===== config.mk =====
export PLATFORM = sky130hd
export DESIGN_NAME = mem_port_arbiter
export DESIGN_NICKNAME = d
export VERILOG_FILES = /design/src/rtl/mem_port_arbiter.sv
export SDC_FILE = /design/constraint.sdc
export NUM_CORES = 1
export LEC_CHECK = 0
export ABC_AREA = 1
export BUFFER_PORTS_ARGS = -buffer_cell sky130_fd_sc_hd__buf_4
export CAP_MARGIN = 20
export CORE_ASPECT_RATIO = 2
export CORE_MARGIN = 3
export CORE_UTILIZATION = 40
export CTS_CLUSTER_DIAMETER = 60
export DETAILED_ROUTE_END_ITERATION = 8
export GPL_ROUTABILITY_DRIVEN = 0
export PLACE_DENSITY = 0.8
export SETUP_SLACK_MARGIN = 0.1
export SYNTH_ARGS = -nofsm -noshare
export SYNTH_HDL_FRONTEND = slang
export SYNTH_SLANG_ARGS = --single-unit

===== constraint.sdc =====
create_clock -name clk -period 1.8 [get_ports clk]
set_clock_uncertainty 0.05 [all_clocks]
set_input_delay 0.27 -clock clk [delete_from_list [all_inputs] [get_ports clk]]
set_output_delay 0.27 -clock clk [all_outputs]
set_load 0.05 [all_outputs]

===== src/rtl/mem_port_arbiter.sv =====
// mem_port_arbiter: shares one Avalon-MM master port between the instruction-fetch
// and data-memory request sides, with one transaction outstanding at a time.
module mem_port_arbiter #(
  parameter int unsigned       ADDR_W   = 32,
  parameter int unsigned       DATA_W   = 32,
  parameter int unsigned       TIMEOUT  = 255,
  parameter logic [DATA_W-1:0] ERR_DATA = DATA_W'(32'hDEADBEEF)
) (
  input  logic                clk,
  input  logic                reset,
  input  logic                i_read_en,
  input  logic [ADDR_W-1:0]   i_addr,
  output logic [DATA_W-1:0]   i_readdata,
  output logic                i_stall,
  input  logic                d_read_en,
  input  logic                d_write_en,
  input  logic [ADDR_W-1:0]   d_addr,
  input  logic [DATA_W-1:0]   d_writedata,
  input  logic [DATA_W/8-1:0] d_byteenable,
  output logic [DATA_W-1:0]   d_readdata,
  output logic                d_stall,
  output logic [ADDR_W-1:0]   avm_address,
  output logic                avm_read,
  output logic                avm_write,
  output logic [DATA_W-1:0]   avm_writedata,
  output logic [DATA_W/8-1:0] avm_byteenable,
  input  logic                avm_waitrequest,
  input  logic [DATA_W-1:0]   avm_readdata,
  input  logic                avm_readdatavalid,
  output logic                bus_error,
  output logic                busy
);
  localparam int unsigned BE_W     = DATA_W / 8;
  localparam logic [7:0]  TMO_LAST = 8'(TIMEOUT - 1);

  typedef enum logic [1:0] {IDLE, ISSUE, WAIT_RD, RESP} state_t;

  state_t              state, state_n;
  logic                grant_d, last_d, gnt_d_n;
  logic                cmd_write;
  logic [ADDR_W-1:0]   cmd_addr;
  logic [DATA_W-1:0]   cmd_wdata;
  logic [BE_W-1:0]     cmd_be;
  logic [7:0]          tmo_cnt;
  logic [DATA_W-1:0]   i_rdata, d_rdata, rd_data;
  logic                bus_err;
  logic                d_req, tmo_last, timeout, rd_done;

  assign d_req    = d_read_en | d_write_en;
  assign tmo_last = (tmo_cnt == TMO_LAST);
  // Data wins unless it also won last time and the instruction side is waiting.
  assign gnt_d_n  = d_req & ~(last_d & i_read_en);
  assign rd_data  = timeout ? ERR_DATA : avm_readdata;

  always_comb begin
    state_n = state;
    timeout = 1'b0;
    rd_done = 1'b0;
    case (state)
      IDLE: if (d_req || i_read_en) state_n = ISSUE;
      ISSUE: begin
        if (!avm_waitrequest && cmd_write) begin
          state_n = RESP;
        end else if (tmo_last) begin
          state_n = RESP;
          timeout = 1'b1;
        end else if (!avm_waitrequest) begin
          state_n = WAIT_RD;
        end
      end
      WAIT_RD: begin
        if (avm_readdatavalid) begin
          state_n = RESP;
          rd_done = 1'b1;
        end else if (tmo_last) begin
          state_n = RESP;
          timeout = 1'b1;
        end
      end
      RESP:    state_n = IDLE;
      default: state_n = IDLE;
    endcase
  end

  always_ff @(posedge clk or negedge reset) begin
    if (!reset) state <= IDLE;
    else        state <= state_n;
  end

  always_ff @(posedge clk or negedge reset) begin
    if (!reset) begin
      grant_d   <= 1'b0;
      last_d    <= 1'b0;
      cmd_write <= 1'b0;
      cmd_addr  <= '0;
      cmd_wdata <= '0;
      cmd_be    <= '0;
      tmo_cnt   <= '0;
      i_rdata   <= '0;
      d_rdata   <= '0;
      bus_err   <= 1'b0;
    end else begin
      if (state == IDLE && state_n == ISSUE) begin
        grant_d   <= gnt_d_n;
        last_d    <= gnt_d_n;
        cmd_write <= gnt_d_n & d_write_en;
        cmd_addr  <= gnt_d_n ? d_addr : i_addr;
        cmd_wdata <= gnt_d_n ? d_writedata : '0;
        cmd_be    <= gnt_d_n ? d_byteenable : '1;
        tmo_cnt   <= '0;
      end else if (state == ISSUE || state == WAIT_RD) begin
        tmo_cnt <= tmo_cnt + 8'd1;
      end
      if (timeout) bus_err <= 1'b1;
      // Data lands on the edge into RESP, only for a side still requesting.
      if (rd_done || (timeout && !cmd_write)) begin
        if (grant_d && d_req)      d_rdata <= rd_data;
        if (!grant_d && i_read_en) i_rdata <= rd_data;
      end
    end
  end

  assign avm_read       = (state == ISSUE) & ~cmd_write;
  assign avm_write      = (state == ISSUE) & cmd_write;
  assign avm_address    = cmd_addr;
  assign avm_writedata  = cmd_wdata;
  assign avm_byteenable = cmd_be;
  assign i_readdata     = i_rdata;
  assign d_readdata     = d_rdata;
  assign bus_error      = bus_err;
  assign busy           = (state != IDLE);
  assign i_stall        = reset & i_read_en & ~((state == RESP) & ~grant_d);
  assign d_stall        = reset & d_req & ~((state == RESP) & grant_d);
endmodule


==> metrics.txt, run 1 <==
# TYPE chip_impl_metric gauge
chip_impl_info{name="run_status",value="finished with violations"} 1
chip_impl_metric{name="via_count_of_the_first_global_routing_pass",unit=""} 7020
chip_impl_info{name="synth_top_area_cell",value="dfrtp_1"} 1
chip_impl_metric{name="clock_insertion_delay_worst_skew",unit="ns"} 0.42
chip_impl_metric{name="total_leakage_power",unit="nW"} 6.37
chip_impl_metric{name="clkSlewWorstSetupHoldPaths",unit="ns"} 0.06
chip_impl_metric{name="drt_iter0_markers",unit=""} 290
chip_impl_metric{name="timing.slew.headroom",unit="%"} 35.1
chip_impl_metric{name="synth_nets",unit=""} 1054
chip_impl_info{name="path_class",value="flip-flop to output pin"} 1
chip_impl_metric{name="synth_largest_type_area_fraction",unit="%"} 51.5
chip_impl_metric{name="path_max_fanout",unit=""} 4
chip_impl_metric{name="drive_gt1_share",unit="%"} 45.1
chip_impl_metric{name="postRouteWirelength",unit="mm"} 26.3
chip_impl_metric{name="port_buffers",unit=""} 276
chip_impl_metric{name="yosys_warnings",unit=""} 0
chip_impl_metric{name="grt_remaining_overflow",unit=""} 0
chip_impl_metric{name="detail-route-antenna-nets",unit=""} 0
chip_impl_metric{name="ctsHtreeMaxLevel",unit=""} 4
chip_impl_metric{name="postSynthRegisterBits",unit=""} 145
chip_impl_metric{name="layout.core_utilization",unit="%"} 68.0
chip_impl_metric{name="maxCapViolCount",unit=""} 0
chip_impl_info{name="grt_setup_unrepaired",value="yes"} 1
chip_impl_metric{name="number_of_enable_type_register_cells_in_the_synthesized_netlist",unit=""} 0
chip_impl_info{name="combinational_family_with_the_most_area_after_synthesis",value="simple AND/OR/NAND/NOR gates"} 1
chip_impl_metric{name="antenna-diode-count",unit=""} 0
chip_impl_metric{name="post_synth_instance_area",unit="um2"} 7040
chip_impl_info{name="synth_area_leaders",value="dfrtp_1 (52%), nand2_1 (21%), nand3_1 (9.6%), inv_1 (3.3%), nor2_1 (3.0%)"} 1
chip_impl_metric{name="total_power_draw",unit="mW"} 26.5
chip_impl_metric{name="synthCells",unit=""} 907
chip_impl_metric{name="synthArstFlopShare",unit="%"} 100
chip_impl_metric{name="place.detailed.hpwl",unit="mm"} 14.7
chip_impl_metric{name="max_clock_freq",unit="GHz"} 0.524
chip_impl_metric{name="grt_use_total",unit="%"} 23.0
chip_impl_metric{name="synth_compound_gate_area_share",unit="%"} 0.622
chip_impl_metric{name="r2r_cells",unit=""} 10
chip_impl_metric{name="finalHoldViolCount",unit=""} 0
chip_impl_metric{name="layoutNonFillerInstCount",unit=""} 1447
chip_impl_metric{name="wire_length_of_the_first_global_routing_pass",unit="mm"} 35.1
chip_impl_info{name="setup.worst_path.start_class",value="flip-flop"} 1
chip_impl_metric{name="synth-simple-area-share",unit="%"} 37.4
chip_impl_metric{name="sequential_share_of_the_synthesized_area",unit="%"} 51.5
chip_impl_info{name="clk_root_buffer_cell",value="clkbuf_16"} 1
chip_impl_metric{name="number_of_antenna_violations_at_the_first_check_in_global_routing",unit=""} 0
chip_impl_metric{name="die_height",unit="um"} 194
chip_impl_metric{name="timing.final.setup_violations",unit=""} 124
chip_impl_metric{name="dieWidth",unit="um"} 99.8
chip_impl_metric{name="powerDensity",unit="nW/um2"} 2250
chip_impl_metric{name="floorplan.rows",unit=""} 68
chip_impl_metric{name="peakVddDrop",unit="V"} 0.00158
chip_impl_metric{name="boundaryPins",unit=""} 277
chip_impl_metric{name="worstMarginPinSlew",unit="ns"} 0.974
chip_impl_metric{name="post_synth_xor_area_fraction",unit="%"} 0.870
chip_impl_metric{name="finalWorstSetupSlack",unit="ns"} -0.110
chip_impl_info{name="tritoncts_clock_tree",value="yes"} 1
chip_impl_metric{name="core_region_area",unit="um2"} 17300
chip_impl_metric{name="worstPathRequired",unit="ns"} 1.48
chip_impl_metric{name="synth.lib_cells_used.distinct",unit=""} 28
chip_impl_metric{name="vias",unit=""} 7338
chip_impl_info{name="ys.flop_type",value="dfrtp_1"} 1
chip_impl_metric{name="area_growth_from_synthesis_to_final_layout",unit="%"} 66.8
chip_impl_info{name="synth_commonest_cells",value="nand2_1 (396), dfrtp_1 (145), nand3_1 (135)"} 1
chip_impl_metric{name="vias_per_cell",unit=""} 5.07
chip_impl_metric{name="placed_cells_incl_taps",unit=""} 1368
chip_impl_metric{name="clock_tree.buffer_depth",unit=""} 2
chip_impl_metric{name="initial_core_util",unit="%"} 40.8
chip_impl_metric{name="pre_cts_ws",unit="ns"} -0.134
chip_impl_metric{name="tritoncts_num_sinks",unit=""} 145
chip_impl_metric{name="drt_pass1_iterations",unit=""} 5
chip_impl_metric{name="synthMuxAreaShare",unit="%"} 0
chip_impl_metric{name="pin_count_of_the_biggest_net_entering_global_routing",unit=""} 146
chip_impl_metric{name="slew_viol_final",unit=""} 0
chip_impl_metric{name="min_delay_path_depth",unit=""} 5
chip_impl_metric{name="drc",unit=""} 0
chip_impl_info{name="worst_hold_path_type",value="input port to flip-flop"} 1
chip_impl_metric{name="numCtsBuffers",unit=""} 17
chip_impl_info{name="synthMostInstantiatedCell",value="nand2_1"} 1
chip_impl_metric{name="route.detailed.wl_per_inst",unit="um"} 18.2
chip_impl_metric{name="worstPathArrival",unit="ns"} 1.59
chip_impl_info{name="violations",value="setup timing"} 1
chip_impl_metric{name="nets",unit=""} 1371
chip_impl_metric{name="synth_adder_area_share",unit="%"} 1.42
chip_impl_info{name="worstSetupEndpointType",value="output pin"} 1
chip_impl_metric{name="postSynthAreaPerCell",unit="um2"} 7.77
chip_impl_metric{name="finalCritPeriodShare",unit="%"} 106
chip_impl_metric{name="layout_min_cycle_time",unit="ns"} 1.91
chip_impl_metric{name="area_of_the_die",unit="um2"} 19300
## area by class of cell
type | instances | area [um2]
clock buffer | 24 | 482
clock inverter | 8 | 175
fill | 1393 | 5520
inverter | 62 | 250
multi-input combinational | 648 | 3540
sequential | 145 | 3630
tap | 210 | 263
timing repair buffer | 350 | 3410
## flip-flops by register name, indices dropped and copies added (netlist names)
register / count
state: 2
avm_byteenable: 4
i_readdata: 32
last_d: 1
avm_address: 32
tmo_cnt: 8
cmd_write: 1
d_readdata: 32
bus_error: 1
avm_writedata: 32
## path summary, 6_finish.rpt
check	start	end	slack, ns
setup / recovery	state[0]	i_stall	-0.11
hold / removal	d_addr[27]	avm_address[27]	0.11
setup reg to reg	state[1]	d_readdata[31]	-0.08
hold reg to reg	avm_address[31]	avm_address[31]	0.42
max in group asynchronous	reset	tmo_cnt[2]	0.42
min in group asynchronous	reset	d_readdata[17]	0.43
## metal layers
metal	global-route usage, %	routed length (um)	vias up
met5	0	0	-
met4	10.6	1500	0
met3	4.50	1440	84
met2	42.8	14800	333
met1	24.0	8520	3481
li1	-	-	3440
## metrics by stage
stage               hold WS [ns]  instance area, um2  TNS [ns]
finish                     0.112               11800     -4.36
detailed placement         0.409                9490     -6.86
global route               0.111               11800    -16.58
global placement           0.405                9490     -3.18
CTS                        0.107               10600     -6.37
floorplan                -0.0756                7090         0
## where the power goes
part | switching [mW] | internal, mW
logic | 10.4 | 6.33
clock network | 1.36 | 2.58
registers | 1.07 | 4.69
total | 12.9 | 13.6
## cell usage in the layout (no fill, tap or decap), types with 2 or more instances in the layout
cell and instances:
clkinv_4 2, buf_8 7, ha_4 6, nand2_1 308, xnor2_1 2, or2_2 29
inv_2 6, nand3_1 108, nand3_4 2, nor2_1 47, dfrtp_1 144, inv_4 2
nand3_2 26, clkbuf_1 4, xor2_1 5, buf_6 16, clkbuf_8 3, nand2_2 63
inv_1 53, ha_1 2, buf_12 18, buf_4 284, nand2_4 23, nand2_8 5
nor2_2 8, clkbuf_16 34, nand4_1 2, buf_16 6, bufinv_16 5, nor2_4 4
## worst max-delay path: stages, from the launching register on
cell and delay (ns):
dfrtp_2 0.44, buf_6 0.14, ha_4 0.17, a211oi_4 0.24, buf_6 0.19
## what timing repair did
| action | CTS | global route |
|---|---|---|
| resized for setup | 34 | 180 |
| endpoints found under the setup margin | 147 | 148 |
| pin swaps | 13 | 32 |
| setup buffers | 8 | 8 |
| hold buffers | 1 | 0 |
| endpoints found under the hold margin | 51 | 0 |
| gates cloned | 7 | 24 |
## cell families after synthesis
group,Yosys count
AND/OR/NAND/NOR,627
XOR/XNOR,7
flip-flops,145
buffers and inverters,115
adder cells (fa/ha/maj),8
AO/OA/AOI/OAI,5
Note: power is estimated with default switching activity, not from simulation.
==> run 2: changes to the inputs <==
- ABC_AREA: 1 -> unset
- PLACE_DENSITY: 0.8 -> 0.82
==> metrics.txt, run 2 <==
# TYPE chip_impl_metric gauge
chip_impl_metric{name="clkSlewWorstSetupHoldPaths",unit="ns"} 0.07
chip_impl_metric{name="finalHoldViolCount",unit=""} 0
chip_impl_metric{name="area_growth_from_synthesis_to_final_layout",unit="%"} 62.2
chip_impl_info{name="violations",value="setup timing"} 1
chip_impl_metric{name="numCtsBuffers",unit=""} 17
chip_impl_metric{name="via_count_of_the_first_global_routing_pass",unit=""} 5646
chip_impl_metric{name="worstPathArrival",unit="ns"} 2.53
chip_impl_metric{name="path_max_fanout",unit=""} 14
chip_impl_metric{name="postRouteWirelength",unit="mm"} 19.4
chip_impl_info{name="critPathCapture",value="avm_address[6]"} 1
chip_impl_metric{name="slew_viol_final",unit=""} 0
chip_impl_metric{name="yosys_warnings",unit=""} 0
chip_impl_metric{name="maxCapViolCount",unit=""} 0
chip_impl_metric{name="die_height",unit="um"} 183
chip_impl_metric{name="wire_length_of_the_first_global_routing_pass",unit="mm"} 29.3
chip_impl_metric{name="synthCells",unit=""} 491
chip_impl_metric{name="peakVddDrop",unit="V"} 0.00135
chip_impl_metric{name="tritoncts_num_sinks",unit=""} 145
chip_impl_metric{name="post_synth_instance_area",unit="um2"} 6300
chip_impl_metric{name="synth_largest_type_area_fraction",unit="%"} 57.6
chip_impl_metric{name="drc",unit=""} 0
chip_impl_metric{name="powerDensity",unit="nW/um2"} 2260
chip_impl_metric{name="nets",unit=""} 978
chip_impl_metric{name="area_of_the_die",unit="um2"} 17400
chip_impl_metric{name="timing.final.setup_violations",unit=""} 147
chip_impl_metric{name="number_of_enable_type_register_cells_in_the_synthesized_netlist",unit=""} 0
chip_impl_info{name="worst_path_max_delay_cell",value="or4_4"} 1
chip_impl_info{name="rr_endpoint",value="avm_address[6]"} 1
chip_impl_metric{name="finalCritPeriodShare",unit="%"} 127
chip_impl_info{name="synth_area_leaders",value="dfrtp_1 (58%), mux2_2 (12%), o22a_1 (6.7%), mux2i_1 (5.2%), nand2_1 (2.6%)"} 1
chip_impl_info{name="synth_commonest_cells",value="dfrtp_1 (145), mux2_2 (69), o22a_1 (48)"} 1
chip_impl_info{name="synth_top_area_cell",value="dfrtp_1"} 1
chip_impl_info{name="cp_cell_sequence",value="inv_4, ha_4, nand4_1, o21bai_1, a221oi_2, or4_4, buf_12, mux2_2"} 1
chip_impl_info{name="setup.worst_path.start_class",value="flip-flop"} 1
chip_impl_metric{name="post-route-cell-area",unit="um2"} 10200
chip_impl_metric{name="layout_min_cycle_time",unit="ns"} 2.29
chip_impl_metric{name="place.detailed.hpwl",unit="mm"} 13.2
chip_impl_metric{name="drt_iter0_markers",unit=""} 155
chip_impl_metric{name="core_region_area",unit="um2"} 15400
chip_impl_metric{name="place_area",unit="um2"} 9060
chip_impl_metric{name="synth.lib_cells_used.distinct",unit=""} 38
chip_impl_metric{name="route.detailed.wl_per_inst",unit="um"} 18.6
chip_impl_metric{name="max_clock_freq",unit="GHz"} 0.437
chip_impl_info{name="synthMostInstantiatedCell",value="dfrtp_1"} 1
chip_impl_metric{name="postSynthAreaPerCell",unit="um2"} 12.8
chip_impl_metric{name="drt_pass1_iterations",unit=""} 4
chip_impl_metric{name="floorplan.rows",unit=""} 64
chip_impl_metric{name="grt_remaining_overflow",unit=""} 0
chip_impl_info{name="ys.flop_type",value="dfrtp_1"} 1
chip_impl_metric{name="rrSetupSlack",unit="ns"} -0.49
chip_impl_info{name="setup.worst_path.start",value="state[1]"} 1
chip_impl_metric{name="total_leakage_power",unit="nW"} 5.14
chip_impl_info{name="path_class",value="flip-flop to flip-flop"} 1
chip_impl_info{name="grt_setup_unrepaired",value="yes"} 1
chip_impl_metric{name="number_of_antenna_violations_at_the_first_check_in_global_routing",unit=""} 0
chip_impl_metric{name="clock_tree.buffer_depth",unit=""} 2
chip_impl_metric{name="worstPathRequired",unit="ns"} 2.05
chip_impl_metric{name="port_buffers",unit=""} 276
chip_impl_metric{name="synthArstFlopShare",unit="%"} 100
chip_impl_metric{name="grt_use_total",unit="%"} 22.1
chip_impl_metric{name="worstMarginPinSlew",unit="ns"} 0.781
chip_impl_metric{name="synth_nets",unit=""} 638
chip_impl_metric{name="min_delay_path_depth",unit=""} 2
chip_impl_metric{name="vias",unit=""} 5223
chip_impl_metric{name="drive_gt1_share",unit="%"} 57.9
chip_impl_metric{name="detail-route-antenna-nets",unit=""} 0
chip_impl_metric{name="timing.slew.headroom",unit="%"} 48.0
chip_impl_metric{name="r2r_cells",unit=""} 8
chip_impl_metric{name="sequential_share_of_the_synthesized_area",unit="%"} 57.6
chip_impl_metric{name="dieWidth",unit="um"} 94.8
chip_impl_info{name="layout.cells.most_common",value="buf_4"} 1
chip_impl_info{name="worstSetupEndpointType",value="flip-flop"} 1
chip_impl_info{name="r2r-start",value="state[1]"} 1
chip_impl_metric{name="vias_per_cell",unit=""} 5.01
chip_impl_metric{name="postSynthRegisterBits",unit=""} 145
chip_impl_metric{name="boundaryPins",unit=""} 277
chip_impl_info{name="clk_root_buffer_cell",value="clkbuf_16"} 1
chip_impl_info{name="run_status",value="finished with violations"} 1
chip_impl_metric{name="clock_insertion_delay_worst_skew",unit="ns"} 0.42
chip_impl_metric{name="pre_cts_ws",unit="ns"} -0.502
chip_impl_info{name="commonest_cells_after_routing_fill_and_taps_aside",value="buf_4 (305), dfrtp_1 (143), mux2_2 (69)"} 1
chip_impl_metric{name="critical-path-max-stage-delay",unit="ns"} 0.60
chip_impl_info{name="tritoncts_clock_tree",value="yes"} 1
chip_impl_metric{name="setup-tns-final",unit="ns"} -56.18
chip_impl_metric{name="antenna-diode-count",unit=""} 0
chip_impl_metric{name="ctsHtreeMaxLevel",unit=""} 4
chip_impl_metric{name="finalWorstSetupSlack",unit="ns"} -0.486
chip_impl_info{name="worst_hold_path_type",value="input port to flip-flop"} 1
chip_impl_metric{name="initial_core_util",unit="%"} 41.0
chip_impl_metric{name="total_power_draw",unit="mW"} 23.0
chip_impl_metric{name="pin_count_of_the_biggest_net_entering_global_routing",unit=""} 146
==> run 2: cell count changes after synthesis, sizes merged, moves of 3 or more <==
cell	delta
nand2b	+5
mux2	+69
clkbuf	-3
nor2	-52
and2	+7
or2	-24
nand3	-133
nand2	-355
inv	-22
mux2i	+33
a22o	+17
o22a	+48
buf	-21
==> run 2: area by class of cell <==
cell class	count	area, um2
Fill cell	1203	5160
Inverter	40	155
Clock buffer	17	425
Timing Repair Buffer	350	3020
Tap cell	198	248
Clock inverter	15	151
Multi-Input combinational cell	277	2580
Sequential cell	145	3630
==> run 2: cells by family after synthesis <==
kind of cell,Yosys count,synth area share (%)
multiplexers,102,17.6
flip-flops,145,57.6
adder cells (fa/ha/maj),8,1.59
buffers and inverters,69,5.20
XOR/XNOR,7,0.973
AND/OR/NAND/NOR,85,6.55
AO/OA/AOI/OAI,75,10.5
==> run 2: power breakdown <==
part | total [mW] | internal (mW) | leakage (nW) | switching [mW]
Combinational | 13.7 | 5.27 | 3.13 | 8.48
Sequential | 5.84 | 4.88 | 1.74 | 0.965
Clock | 3.46 | 1.95 | 0.273 | 1.51
Total | 23.0 | 12.1 | 5.14 | 11.0
==> run 2: worst min path at each step <==
| stage | start | end |
|---|---|---|
| after floorplan | reset | avm_address[0] |
| after global placement | d_readdata[12] | d_readdata[12] |
| after detailed placement | i_readdata[23] | i_readdata[23] |
| after CTS | avm_readdata[14] | i_readdata[14] |
| after global routing | avm_readdata[22] | d_readdata[22] |
| final | avm_readdata[22] | d_readdata[22] |
==> run 2: layer usage <==
layer / track usage (%) / part of all wire [%] / vias to the layer above
met5: 0 / 0 / -
met4: 8.62 / 3.0 / 0
met3: 5.41 / 6.1 / 38
met2: 42.0 / 58 / 215
met1: 22.4 / 33 / 2568
li1: - / - / 2402
==> run 2: stage by stage <==
step | instances | utilization, % | hold WS [ns]
final | 1042 | 66.5 | 0.0318
after detailed placement | 985 | 58.9 | 0.429
after floorplan | 491 | - | -0.0756
after global routing | 1042 | 66.5 | 0.0219
after global placement | 985 | 58.9 | 0.421
after CTS | 1035 | 65.9 | 0.0151
==> run 2: repair_timing <==
item                                    CTS  global route
buffers inserted                         11             8
hold buffers                              1             0
pin swaps                                17            48
hold endpoints to repair                 13             0
cloned                                    6             4
gates resized for setup                  59             7
endpoints found under the setup margin  147           147
==> run 2: worst max-delay path, delay by kind of cell (launching register included) <==
kind | cells | cell delay [ns]
simple gates | 2 | 0.69
flops | 1 | 0.45
buf+inv | 2 | 0.29
mux | 1 | 0.28
compound gates | 2 | 0.27
fa+ha+maj | 1 | 0.14
